<file path="config.mk">
export PLATFORM = sky130hd
export DESIGN_NAME = serial_ripple_adder
export DESIGN_NICKNAME = d
export VERILOG_FILES = /design/src/rtl/serial_ripple_adder.sv
export SDC_FILE = /design/constraint.sdc
export NUM_CORES = 1
export LEC_CHECK = 0
export ABC_AREA = 1
export CORE_UTILIZATION = 46
export DETAILED_ROUTE_END_ITERATION = 10
export GPL_ROUTABILITY_DRIVEN = 0
export PLACE_DENSITY = 0.82
export SLEW_MARGIN = 25
export SYNTH_ARGS = -nofsm -noshare
export SYNTH_HDL_FRONTEND = slang
export SYNTH_SLANG_ARGS = --single-unit
</file>
<file path="constraint.sdc">
create_clock -name clk -period 1.13 [get_ports clk]
set_input_delay 0.226 -clock clk [delete_from_list [all_inputs] [get_ports clk]]
set_output_delay 0.226 -clock clk [all_outputs]
set_load 0.05 [all_outputs]
</file>
<file path="src/rtl/serial_ripple_adder.sv">
// Bit-serial adder: one full-adder cell (two half adders plus an OR) and a
// registered carry produce the sum LSB first, framed by a start/busy/done handshake.
module serial_ripple_adder #(
  parameter int WIDTH = 8
) (
  input  logic             clk,
  input  logic             rst_n,
  input  logic             start,
  input  logic [WIDTH-1:0] a,
  input  logic [WIDTH-1:0] b,
  input  logic             cin,
  output logic             busy,
  output logic             done,
  output logic [WIDTH-1:0] sum,
  output logic             cout
);

  localparam int CW = $clog2(WIDTH) + 1;
  localparam logic [CW-1:0] LAST_BIT = CW'(WIDTH - 1);

  typedef enum logic [1:0] {IDLE, ADD, DONE} state_t;

  state_t           state_q;
  logic [WIDTH-1:0] aShift_q, bShift_q;
  logic [WIDTH-2:0] partSum_q, partSum_d;
  logic             carry_q, carry_d;
  logic [CW-1:0]    count_q;
  logic [WIDTH-1:0] sum_q;
  logic             cout_q, busy_q, done_q;

  logic ha1Sum, ha1Carry, ha2Sum, ha2Carry;

  assign ha1Sum   = aShift_q[0] ^ bShift_q[0];
  assign ha1Carry = aShift_q[0] & bShift_q[0];
  assign ha2Sum   = ha1Sum ^ carry_q;
  assign ha2Carry = ha1Sum & carry_q;
  assign carry_d  = ha1Carry | ha2Carry;

  // Partial sum holds the WIDTH-1 earlier bits; the current bit completes the word.
  always_comb begin
    partSum_d = '0;
    for (int i = 0; i < WIDTH - 2; i++) begin
      partSum_d[i] = partSum_q[i+1];
    end
    partSum_d[WIDTH-2] = ha2Sum;
  end

  always_ff @(posedge clk or negedge rst_n) begin
    if (!rst_n) begin
      state_q   <= IDLE;
      aShift_q  <= '0;
      bShift_q  <= '0;
      partSum_q <= '0;
      carry_q   <= 1'b0;
      count_q   <= '0;
      sum_q     <= '0;
      cout_q    <= 1'b0;
      busy_q    <= 1'b0;
      done_q    <= 1'b0;
    end else begin
      done_q <= 1'b0;
      case (state_q)
        IDLE, DONE: begin
          if (start) begin
            aShift_q <= a;
            bShift_q <= b;
            carry_q  <= cin;
            count_q  <= '0;
            busy_q   <= 1'b1;
            state_q  <= ADD;
          end else begin
            busy_q  <= 1'b0;
            state_q <= IDLE;
          end
        end
        ADD: begin
          aShift_q  <= aShift_q >> 1;
          bShift_q  <= bShift_q >> 1;
          partSum_q <= partSum_d;
          carry_q   <= carry_d;
          count_q   <= count_q + CW'(1);
          if (count_q == LAST_BIT) begin
            sum_q   <= {ha2Sum, partSum_q};
            cout_q  <= carry_d;
            busy_q  <= 1'b0;
            done_q  <= 1'b1;
            state_q <= DONE;
          end
        end
        default: begin
          busy_q  <= 1'b0;
          state_q <= IDLE;
        end
      endcase
    end
  end

  assign busy = busy_q;
  assign done = done_q;
  assign sum  = sum_q;
  assign cout = cout_q;

endmodule

</file>
Word level (Yosys, flattened, before mapping)
Index checks and enable logic that the tools add are counted.

Reductions and logical operators: 5. Muxes and demuxes: 16. Add/subtract/negate cells: 1. Equality and inequality tests: 5. Bitwise gates (word level): 5.

Operator list (number): $pmux W8 S2 (2); $mux W8 (2); $pmux W4 S2 (1); $mux W1 (6); $add A4 B1 Y4 const B (1); $eq A4 B3 Y1 const B (1); $mux W4 (1); $ne A2 B2 Y1 const B (2); $pmux W1 S2 (2); $pmux W2 S2 (1); $reduce_and A2 Y1 (2); $and A1 B1 Y1 (2); $eq A2 B1 Y1 const B (1); $eq A2 B2 Y1 const B (1); $logic_not A2 Y1 (1); $mux W2 (1); $reduce_bool A2 Y1 (1); $reduce_or A2 Y1 (1); $xor A1 B1 Y1 (2); $or A1 B1 Y1 (1).

Word-level logic and storage cells: 42. Input bits: 20. Output and inout port bits: 11. Register bits: 41.

Longest topological paths before layout
Gate-level depths: netlist of the first run.

Depth in word-level cells: 4. Mapped depth: 7. Mapped depth without buffers: 6.

Least setup slack after synthesis of the first run
OpenSTA, ideal clock, no wires.

Path kind: flip-flop to flip-flop. Start: register busy (netlist name). End: register cout_q, in the netlist cout. Path buffers: 1. Arrival time: 1268 ps. Library setup time: 66 ps. Stages on the path, launching flop included: 6. Required time: 1064 ps. Slack: -204 ps. Period minus slack after synthesis: 1334 ps. Cells stage by stage: dfrtp_1 nand2_1 buf_2 nor2_4 nand2_1 nand2_1.

RTL lines: end signal, assigned (RTL line 84) `cout_q <= carry_d;`; end, declared (RTL line 29) `logic cout_q, busy_q, done_q;`.

Final worst setup path of the first run
Start: register count_q[1]. End: register busy_q, in the netlist busy.

Cells in the longest elaborated chain, start to end: 2.

Ends and longest elaborated chain: start, declared (RTL line 27) `logic [CW-1:0] count_q;`; start signal, assigned (RTL line 81) `count_q <= count_q + CW'(1);`; $eq A4 B3 Y1 (RTL line 82) `if (count_q == LAST_BIT) begin`; $ne A2 B2 Y1 (no line); end signal, assigned (RTL line 72) `busy_q <= 1'b0;`; end signal, assigned (RTL line 85) `busy_q <= 1'b0;`; end signal, assigned (RTL line 91) `busy_q <= 1'b0;`; end, declared (RTL line 29).

No other way between the ends. A chain may end at the register's enable or synchronous reset.

==> results.json, run 1 <==
{
  "synth-seq-cells": 40,
  "startpoint": "count_q[1]",
  "p_switching_mw": 3.42,
  "io_buffers": 30,
  "critPathArrivalTime_ns": 1.39,
  "design_area_mm2": 0.00271,
  "drt-vias-per-instance": 4.78,
  "start_util_pct": 48.2,
  "final_antenna_net_count": 0,
  "synth_nets": 243,
  "outcome": "finished, violations left",
  "yosysMostFrequentCell": "nand2_1",
  "place_ws_ns": -0.229,
  "root_buffer": "clkbuf_8",
  "fin_crit_sh_pct": 110,
  "p_comb_share_pct": 56.0,
  "drt_wl_total_mm": 4.16,
  "violations": "negative setup slack",
  "drt-pass1-iter-count": 4,
  "yosysWarnings": 0,
  "fmax_mhz": 808,
  "start_kind": "flip-flop",
  "maxCapViolations": 0,
  "seqCellArea_mm2": 0.00100,
  "synth_compound_area_share_pct": 2.27,
  "async_reset_ff_share_pct": 100,
  "r2r_end": "busy",
  "power_frac_clock_pct": 11.6,
  "fp.dieH_um": 63.9,
  "synth-adder-area-share_pct": 1.84,
  "synth_seq_area_share_pct": 56.7,
  "final_util_pct": 74.1,
  "fillers": 251,
  "cts_buffers": 5,
  "r2r_cells": 5,
  "finalPower_mw": 8.21,
  "wire_per_inst_um": 12.7,
  "hpwl_mm": 2.38,
  "io_pins": 31,
  "first_global_vias": 1434,
  "grt_pass1_wl_mm": 6.52,
  "synth_cells": 221,
  "grt_max_degree": 21,
  "critPathMaxFanout": 3,
  "slew_headroom_pct": 80.5,
  "finClkSkew_ns": 0.00341,
  "antennaDiodeCount": 0,
  "cts_tree": "built",
  "hold_viol_final": 0,
  "endpoint": "busy",
  "r2r_slack_ns": -0.11,
  "period_minus_slack_ns": 1.24,
  "wl_met2_mm": 2.22,
  "ir_drop_mv": 1.38,
  "endpoint_kind": "flip-flop",
  "r2r_start": "count_q[1]",
  "core_mm2": 0.00366,
  "finalNonFillerCells": 327,
  "synth_edf_count": 0,
  "insertion_delay_ns": 0.29,
  "power_frac_seq_pct": 32.4,
  "grt_overflow": 0,
  "setup_viol": 16,
  "p_sw_share_pct": 41.6,
  "die-area_mm2": 0.00409,
  "synth_area_mm2": 0.00176,
  "die_x_um": 63.9,
  "fin_ws_ns": -0.108,
  "h-tree-depth": 2,
  "area_delta_synth_final_pct": 53.7,
  "drc": 0,
  "synth_area_leaders": "dfrtp_1 57%, nand2_1 27%, inv_1 4.7%",
  "grt_setup_unrepaired": "yes",
  "synth_top_family_by_area": "simple AND/OR/NAND/NOR gates",
  "antenna_found_initial": 0,
  "muxShareOfSynthArea_pct": 0,
  "synthDistinctLibCells": 18,
  "placedCellCount": 306,
  "synth-simple-area-share_pct": 31.9,
  "hold_ws_ns": 0.349,
  "fin_setup_tns_ns": -0.915,
  "yosysTopAreaCellShare_pct": 56.7,
  "clk_path_buf_depth": 2,
  "multiInputGateArea_um2": 776,
  "wl_met3_um": 177,
  "hp-class": "primary input to async pin",
  "p_leak_nw": 1.42,
  "core.rowCount": 22,
  "power_per_cell_area_mw_per_mm2": 3030,
  "tightest_slew_ns": 0.293,
  "yosys.area_share.xor_xnor_pct": 0,
  "cts.sinks": 40,
  "drv_slew": 0,
  "intPower_mw": 4.79,
  "routed.top_layer": "met4",
  "met1_length_mm": 1.66,
  "avgSynthCellArea_um2": 7.98,
  "clkTransAtPathRegs_ns": 0.07,
  "crit_required_ns": 1.28,
  "fin_nets": 300,
  "synth_area_leader_cell": "dfrtp_1",
  "synth_commonest_cells": "129 x nand2_1, 40 x dfrtp_1, 22 x inv_1",
  "worst-setup-path-type": "flip-flop to flip-flop",
  "grt_use_total_pct": 21.0,
  "synth_flop_cell": "dfrtp_1",
  "dpl_cell_area_mm2": 0.00234,
  "dr.first_iter.drc_count": 51,
  "num_vias": 1562,
  "drive_gt1_share_pct": 26.9
}
==> worst min path at each step <==
stage / from / slack, ns / endpoint / depth (start not counted)
2_1_floorplan: rst_n / -0.07 / aShift_q[0] / 0
3_3_place_gp: rst_n / 0.13 / sum[2] / 1
3_5_place_dp: rst_n / 0.13 / partSum_q[2] / 1
4_1_cts: rst_n / 0.36 / sum[4] / 2
5_1_grt: rst_n / 0.38 / partSum_q[2] / 2
6_report: rst_n / 0.35 / state_q[1] / 2
==> cell type report <==
cell class                      instances  area share [%]
Multi-Input combinational cell        154            28.6
Timing Repair Buffer                   54            25.5
Tap cell                               48            2.22
Clock buffer                            8            3.32
Inverter                               23            3.37
Sequential cell                        40            37.0
==> kinds of logic (layout without fill, tap and decap cells) <==
group | after synthesis | count (layout)
flip-flops | 40 | 40
AO/OA/AOI/OAI | 8 | 8
adder cells (fa/ha/maj) | 2 | 2
AND/OR/NAND/NOR | 142 | 144
buffers and inverters | 29 | 85
==> placed cells by master (no fill, tap or decap), drive strengths merged <==
cell and count:
nand4 1, fa 1, buf 33, ha 1
a21oi 1, nand3 4, dlygate4sd3 1, nor2 7
o21ai 7, inv 23, or2 1, clkdlybuf4s50 18
clkbuf 10, nand2 131, dfrtp 40
==> critical path, stage by stage, from the launching register on <==
cell     delay (ns)
dfrtp_1        0.40
ha_4           0.19
nand2_4        0.07
nor2_4         0.22
buf_4          0.14
o21ai_0        0.08
==> timing repair <==
item / CTS / global route
pin swaps: 3 / 18
resized for setup: 14 / 30
endpoints found under the hold margin: 10 / 0
cloned: 2 / 3
hold buffers: 1 / 0
setup endpoints to repair: 30 / 34
buffers inserted: 3 / 4
==> state kept, by name, summed over array words and instances (netlist names) <==
| signal | flops |
|---|---|
| bShift_q | 8 |
| done | 1 |
| carry_q | 1 |
| count_q | 4 |
| cout | 1 |
| busy | 1 |
| aShift_q | 8 |
| partSum_q | 7 |
| sum | 8 |
| state_q | 1 |
==> power groups by stage <==
stage | Sequential, mW | Clock (mW) | Combinational (mW)
CTS | 2.58 | 0.977 | 3.86
finish | 2.66 | 0.954 | 4.60
detailed placement | 2.60 | 0 | 3.62
floorplan | 3.05 | 0 | 1.55
global route | 2.74 | 1.02 | 4.99
global placement | 2.55 | 0 | 3.53
==> metal layers <==
layer	up-vias	global-route usage, %
met2	45	34.7
met4	0	8.81
met3	13	4.11
li1	773	-
met5	-	0
met1	731	27.0
Note: power is estimated with default switching activity, not from simulation.
==> run 2, diff against run 1 <==
--- a/config.mk
+++ b/config.mk
@@ -10,6 +10,7 @@
 export DETAILED_ROUTE_END_ITERATION = 10
 export GPL_ROUTABILITY_DRIVEN = 0
 export PLACE_DENSITY = 0.82
+export SKIP_LAST_GASP = 1
 export SLEW_MARGIN = 25
 export SYNTH_ARGS = -nofsm -noshare
 export SYNTH_HDL_FRONTEND = slang
==> results.json, run 2 (synthesized netlist as in run 1, its figures left out) <==
{
  "num_vias": 1559,
  "fmax_mhz": 807,
  "fin_crit_sh_pct": 110,
  "ir_drop_mv": 1.38,
  "outcome": "finished, violations left",
  "root_buffer": "clkbuf_8",
  "dr.first_iter.drc_count": 51,
  "clkTransAtPathRegs_ns": 0.07,
  "clk_path_buf_depth": 2,
  "hp-class": "primary input to async pin",
  "fin_nets": 300,
  "antennaDiodeCount": 0,
  "r2r_slack_ns": -0.11,
  "mostFrequentLayoutCell": "nand2_1",
  "critical-path-max-stage-delay_ns": 0.40,
  "start_util_pct": 48.2,
  "cts_tree": "built",
  "crit_required_ns": 1.28,
  "dpl_cell_area_mm2": 0.00234,
  "final_antenna_net_count": 0,
  "p_leak_nw": 1.42,
  "hold_viol_final": 0,
  "worst-setup-path-type": "flip-flop to flip-flop",
  "endpoint_kind": "flip-flop",
  "path_buf_inv": 1,
  "critPathSlowestCell": "dfrtp_1",
  "area_delta_synth_final_pct": 53.7,
  "hold_ws_ns": 0.349,
  "hpwl_mm": 2.38,
  "violations": "negative setup slack",
  "start_kind": "flip-flop",
  "drt-vias-per-instance": 4.77,
  "drt_wl_total_mm": 4.16,
  "critPathArrivalTime_ns": 1.39,
  "cts.sinks": 40,
  "grt_max_degree": 21,
  "core.rowCount": 22,
  "grt_pass1_wl_mm": 6.52,
  "drc": 0,
  "crit_family": "flip-flops",
  "core_mm2": 0.00366,
  "cts_buffers": 5,
  "fp.dieH_um": 63.9,
  "r2r_end": "busy",
  "io_buffers": 30,
  "first_global_vias": 1434,
  "die-area_mm2": 0.00409,
  "drive_gt1_share_pct": 26.9,
  "io_pins": 31,
  "wire_per_inst_um": 12.7,
  "h-tree-depth": 2,
  "critPathMaxFanout": 3,
  "period_minus_slack_ns": 1.24,
  "setup_viol": 16,
  "r2r_cells": 5,
  "grt_setup_unrepaired": "yes",
  "final_cell_mix": "110 x nand2_1, 39 x dfrtp_1, 20 x inv_1",
  "power_per_cell_area_mw_per_mm2": 3030,
  "maxCapViolations": 0,
  "r2r_start": "count_q[1]",
  "antenna_found_initial": 0,
  "grt_overflow": 0,
  "slew_headroom_pct": 80.5,
  "drv_slew": 0,
  "tightest_slew_ns": 0.293,
  "die_x_um": 63.9,
  "seqCellArea_mm2": 0.00100,
  "design_area_mm2": 0.00271,
  "fin_ws_ns": -0.109,
  "multiInputGateArea_um2": 776,
  "fillers": 251,
  "cp_cell_sequence": "ha_4, nand2_4, nor2_4, buf_4, o21ai_0",
  "finClkSkew_ns": 0.00367,
  "drt-pass1-iter-count": 4,
  "insertion_delay_ns": 0.29,
  "grt_use_total_pct": 21.0
}
[run 2: worst max-delay path by stage]
stage / startpoint / endpoint / slack (ns) / depth (start not counted)
5_1_grt: count_q[1] / busy / -0.15 / 5
3_5_place_dp: start / bShift_q[3] / -0.23 / 7
3_3_place_gp: start / aShift_q[6] / -0.19 / 7
6_report: count_q[1] / busy / -0.11 / 5
2_1_floorplan: busy / aShift_q[0] / -0.04 / 7
4_1_cts: busy / busy / -0.08 / 2
[run 2: layer usage]
metal / share of wire, % / GRT usage (%)
met1: 40 / 27.0
met3: 4.2 / 4.11
met4: 2.5 / 8.81
met5: 0 / 0
met2: 53 / 34.7
[run 2: where the power goes]
part	internal (mW)	switching [mW]	total, mW
registers	2.08	0.575	2.65
logic	2.22	2.38	4.60
clock network	0.498	0.457	0.954
[run 2: cell type report]
type | count | share of cell area, %
multi-input cells | 154 | 28.6
flip-flops and latches | 40 | 37.0
inverters | 23 | 3.37
repair buffers | 54 | 25.5
well taps | 48 | 2.22
clock buffers | 8 | 3.32
[run 2: per-stage QoR]
| stage | util (%) | cells | setup WS [ns] | setup TNS, ns | power (mW) |
|---|---|---|---|---|---|
| 5_1_grt | 74.1 | 327 | -0.150 | -2.24 | 8.75 |
| 2_1_floorplan | - | 221 | -0.0449 | -1.41 | 4.60 |
| 3_5_place_dp | 64.0 | 306 | -0.229 | -5.05 | 6.21 |
| 3_3_place_gp | 64.0 | 306 | -0.193 | -4.45 | 6.08 |
| 4_1_cts | 68.7 | 320 | -0.0765 | -0.221 | 7.42 |
| 6_report | 74.1 | 327 | -0.109 | -0.926 | 8.21 |
[run 2: timing repair]
action	4_1_cts	5_1_grt
setup endpoints to repair	30	34
cloned	2	3
hold buffers	1	0
setup buffers	3	4
gates resized for setup	14	30
endpoints found under the hold margin	10	0
pin swaps	3	15
==> run 3, diff against run 2 <==
--- a/config.mk
+++ b/config.mk
@@ -9,7 +9,7 @@
 export CORE_UTILIZATION = 46
 export DETAILED_ROUTE_END_ITERATION = 10
 export GPL_ROUTABILITY_DRIVEN = 0
-export PLACE_DENSITY = 0.82
+export PLACE_DENSITY = 0.74
 export SKIP_LAST_GASP = 1
 export SLEW_MARGIN = 25
 export SYNTH_ARGS = -nofsm -noshare
==> results.json, run 3 (synthesized netlist as in run 1, its figures left out) <==
{
  "mostFrequentLayoutCell": "nand2_1",
  "drt-vias-per-instance": 4.61,
  "die-area_mm2": 0.00409,
  "critPathMaxFanout": 4,
  "maxCapViolations": 0,
  "r2r_slack_ns": -0.04,
  "core_mm2": 0.00366,
  "design_area_mm2": 0.00262,
  "drt_wl_total_mm": 3.77,
  "final_cell_mix": "117 x nand2_1, 39 x dfrtp_1, 21 x inv_1",
  "grt_setup_unrepaired": "yes",
  "r2r_end": "partSum_q[6]",
  "endpoint_kind": "output port",
  "area_delta_synth_final_pct": 48.7,
  "fin_nets": 299,
  "clk_path_buf_depth": 2,
  "met3_usage_pct": 5.89,
  "r2r_cells": 3,
  "seqCellArea_mm2": 0.00100,
  "dpl_cell_area_mm2": 0.00232,
  "outcome": "finished, violations left",
  "critPathArrivalTime_ns": 1.00,
  "io_pins": 31,
  "hpwl_mm": 2.29,
  "hp-class": "primary input to async pin",
  "power_per_cell_area_mw_per_mm2": 2990,
  "r2r_start": "aShift_q[0]",
  "grt_pass1_wl_mm": 6.77,
  "fin_ws_ns": -0.0915,
  "drt-pass1-iter-count": 4,
  "setup_viol": 12,
  "use_met2_pct": 37.5,
  "h-tree-depth": 2,
  "p_leak_nw": 1.38,
  "root_buffer": "clkbuf_8",
  "fmax_mhz": 819,
  "start_util_pct": 48.2,
  "ir_drop_mv": 1.17,
  "finClkSkew_ns": 0.00945,
  "cts_buffers": 5,
  "grt_max_degree": 41,
  "crit_required_ns": 0.90,
  "tightest_slew_ns": 0.251,
  "first_global_vias": 1537,
  "violations": "negative setup slack",
  "antennaDiodeCount": 0,
  "hold_viol_final": 0,
  "clkTransAtPathRegs_ns": 0.08,
  "core.rowCount": 22,
  "insertion_delay_ns": 0.29,
  "top_usage_layer": "met2",
  "cts.sinks": 40,
  "grtUsageMet1_pct": 25.7,
  "die_x_um": 63.9,
  "slew_headroom_pct": 83.2,
  "fp.dieH_um": 63.9,
  "drc": 0,
  "final_antenna_net_count": 0,
  "io_buffers": 30,
  "antenna_found_initial": 0,
  "grt_overflow": 0,
  "num_vias": 1503,
  "dr.first_iter.drc_count": 37,
  "wire_per_inst_um": 11.6,
  "drv_slew": 0,
  "multiInputGateArea_um2": 736,
  "fillers": 270,
  "drive_gt1_share_pct": 24.5,
  "period_minus_slack_ns": 1.22,
  "cts_tree": "built",
  "grt_use_total_pct": 22.0,
  "finalPower_mw": 7.84,
  "fin_setup_tns_ns": -0.389,
  "start_kind": "flip-flop",
  "fin_crit_sh_pct": 108,
  "worst-setup-path-type": "flip-flop to output port",
  "hold_ws_ns": 0.422
}
run 3: changes by cell type in the layout (fill, tap and decap cells not counted), moves of 3 or more:
cell	before	now
buf_4	12	16
nand2_2	14	11
nand2_4	7	3
buf_6	5	2
nand2_1	110	117
run 3: repair_timing:
item,CTS,global route
hold endpoints to repair,40,0
endpoints found under the setup margin,27,38
pin swaps,10,12
gates resized for setup,15,13
hold buffers,1,0
setup buffers,6,6
cloned,2,0
run 3: worst max-delay path, stage by stage, from the launching register on:
cell	delay, ns
dfrtp_2	0.44
buf_6	0.13
buf_12	0.13
run 3: power by group:
| group | total [mW] | internal [mW] | switching (mW) |
|---|---|---|---|
| registers | 2.62 | 2.08 | 0.542 |
| logic | 4.19 | 1.99 | 2.20 |
| clock network | 1.03 | 0.557 | 0.476 |
| total | 7.84 | 4.63 | 3.21 |
run 3: cell type report:
class                   instances  share of cell area [%]
multi-input cells             154                    28.1
well taps                      48                    2.29
repair buffers                 53                    24.3
inverters                      23                    3.29
clock buffers                   8                    3.82
flip-flops and latches         40                    38.2
run 3: metrics by stage:
stage | setup WS (ns) | util, % | instances
after floorplan | -0.0449 | - | 221
after global placement | -0.189 | 63.4 | 303
after detailed placement | -0.206 | 63.4 | 303
after CTS | -0.0989 | 69.2 | 320
after global routing | -0.116 | 71.6 | 326
final | -0.0915 | 71.6 | 326
run 3: worst max path at each step:
stage | slack [ns] | cells after the start | start | to
2_1_floorplan | -0.04 | 7 | busy | aShift_q[0]
3_5_place_dp | -0.21 | 7 | start | bShift_q[0]
6_report | -0.09 | 2 | busy | busy
3_3_place_gp | -0.19 | 7 | start | bShift_q[6]
5_1_grt | -0.12 | 2 | busy | busy
4_1_cts | -0.1 | 2 | busy | busy
run 3: layer usage:
| metal | vias up | wire, µm | part of all wire (%) |
|---|---|---|---|
| li1 | 767 | - | - |
| met4 | 0 | 63 | 1.7 |
| met2 | 38 | 1940 | 51 |
| met3 | 10 | 141 | 3.7 |
| met1 | 688 | 1630 | 43 |
| met5 | - | 0 | 0 |
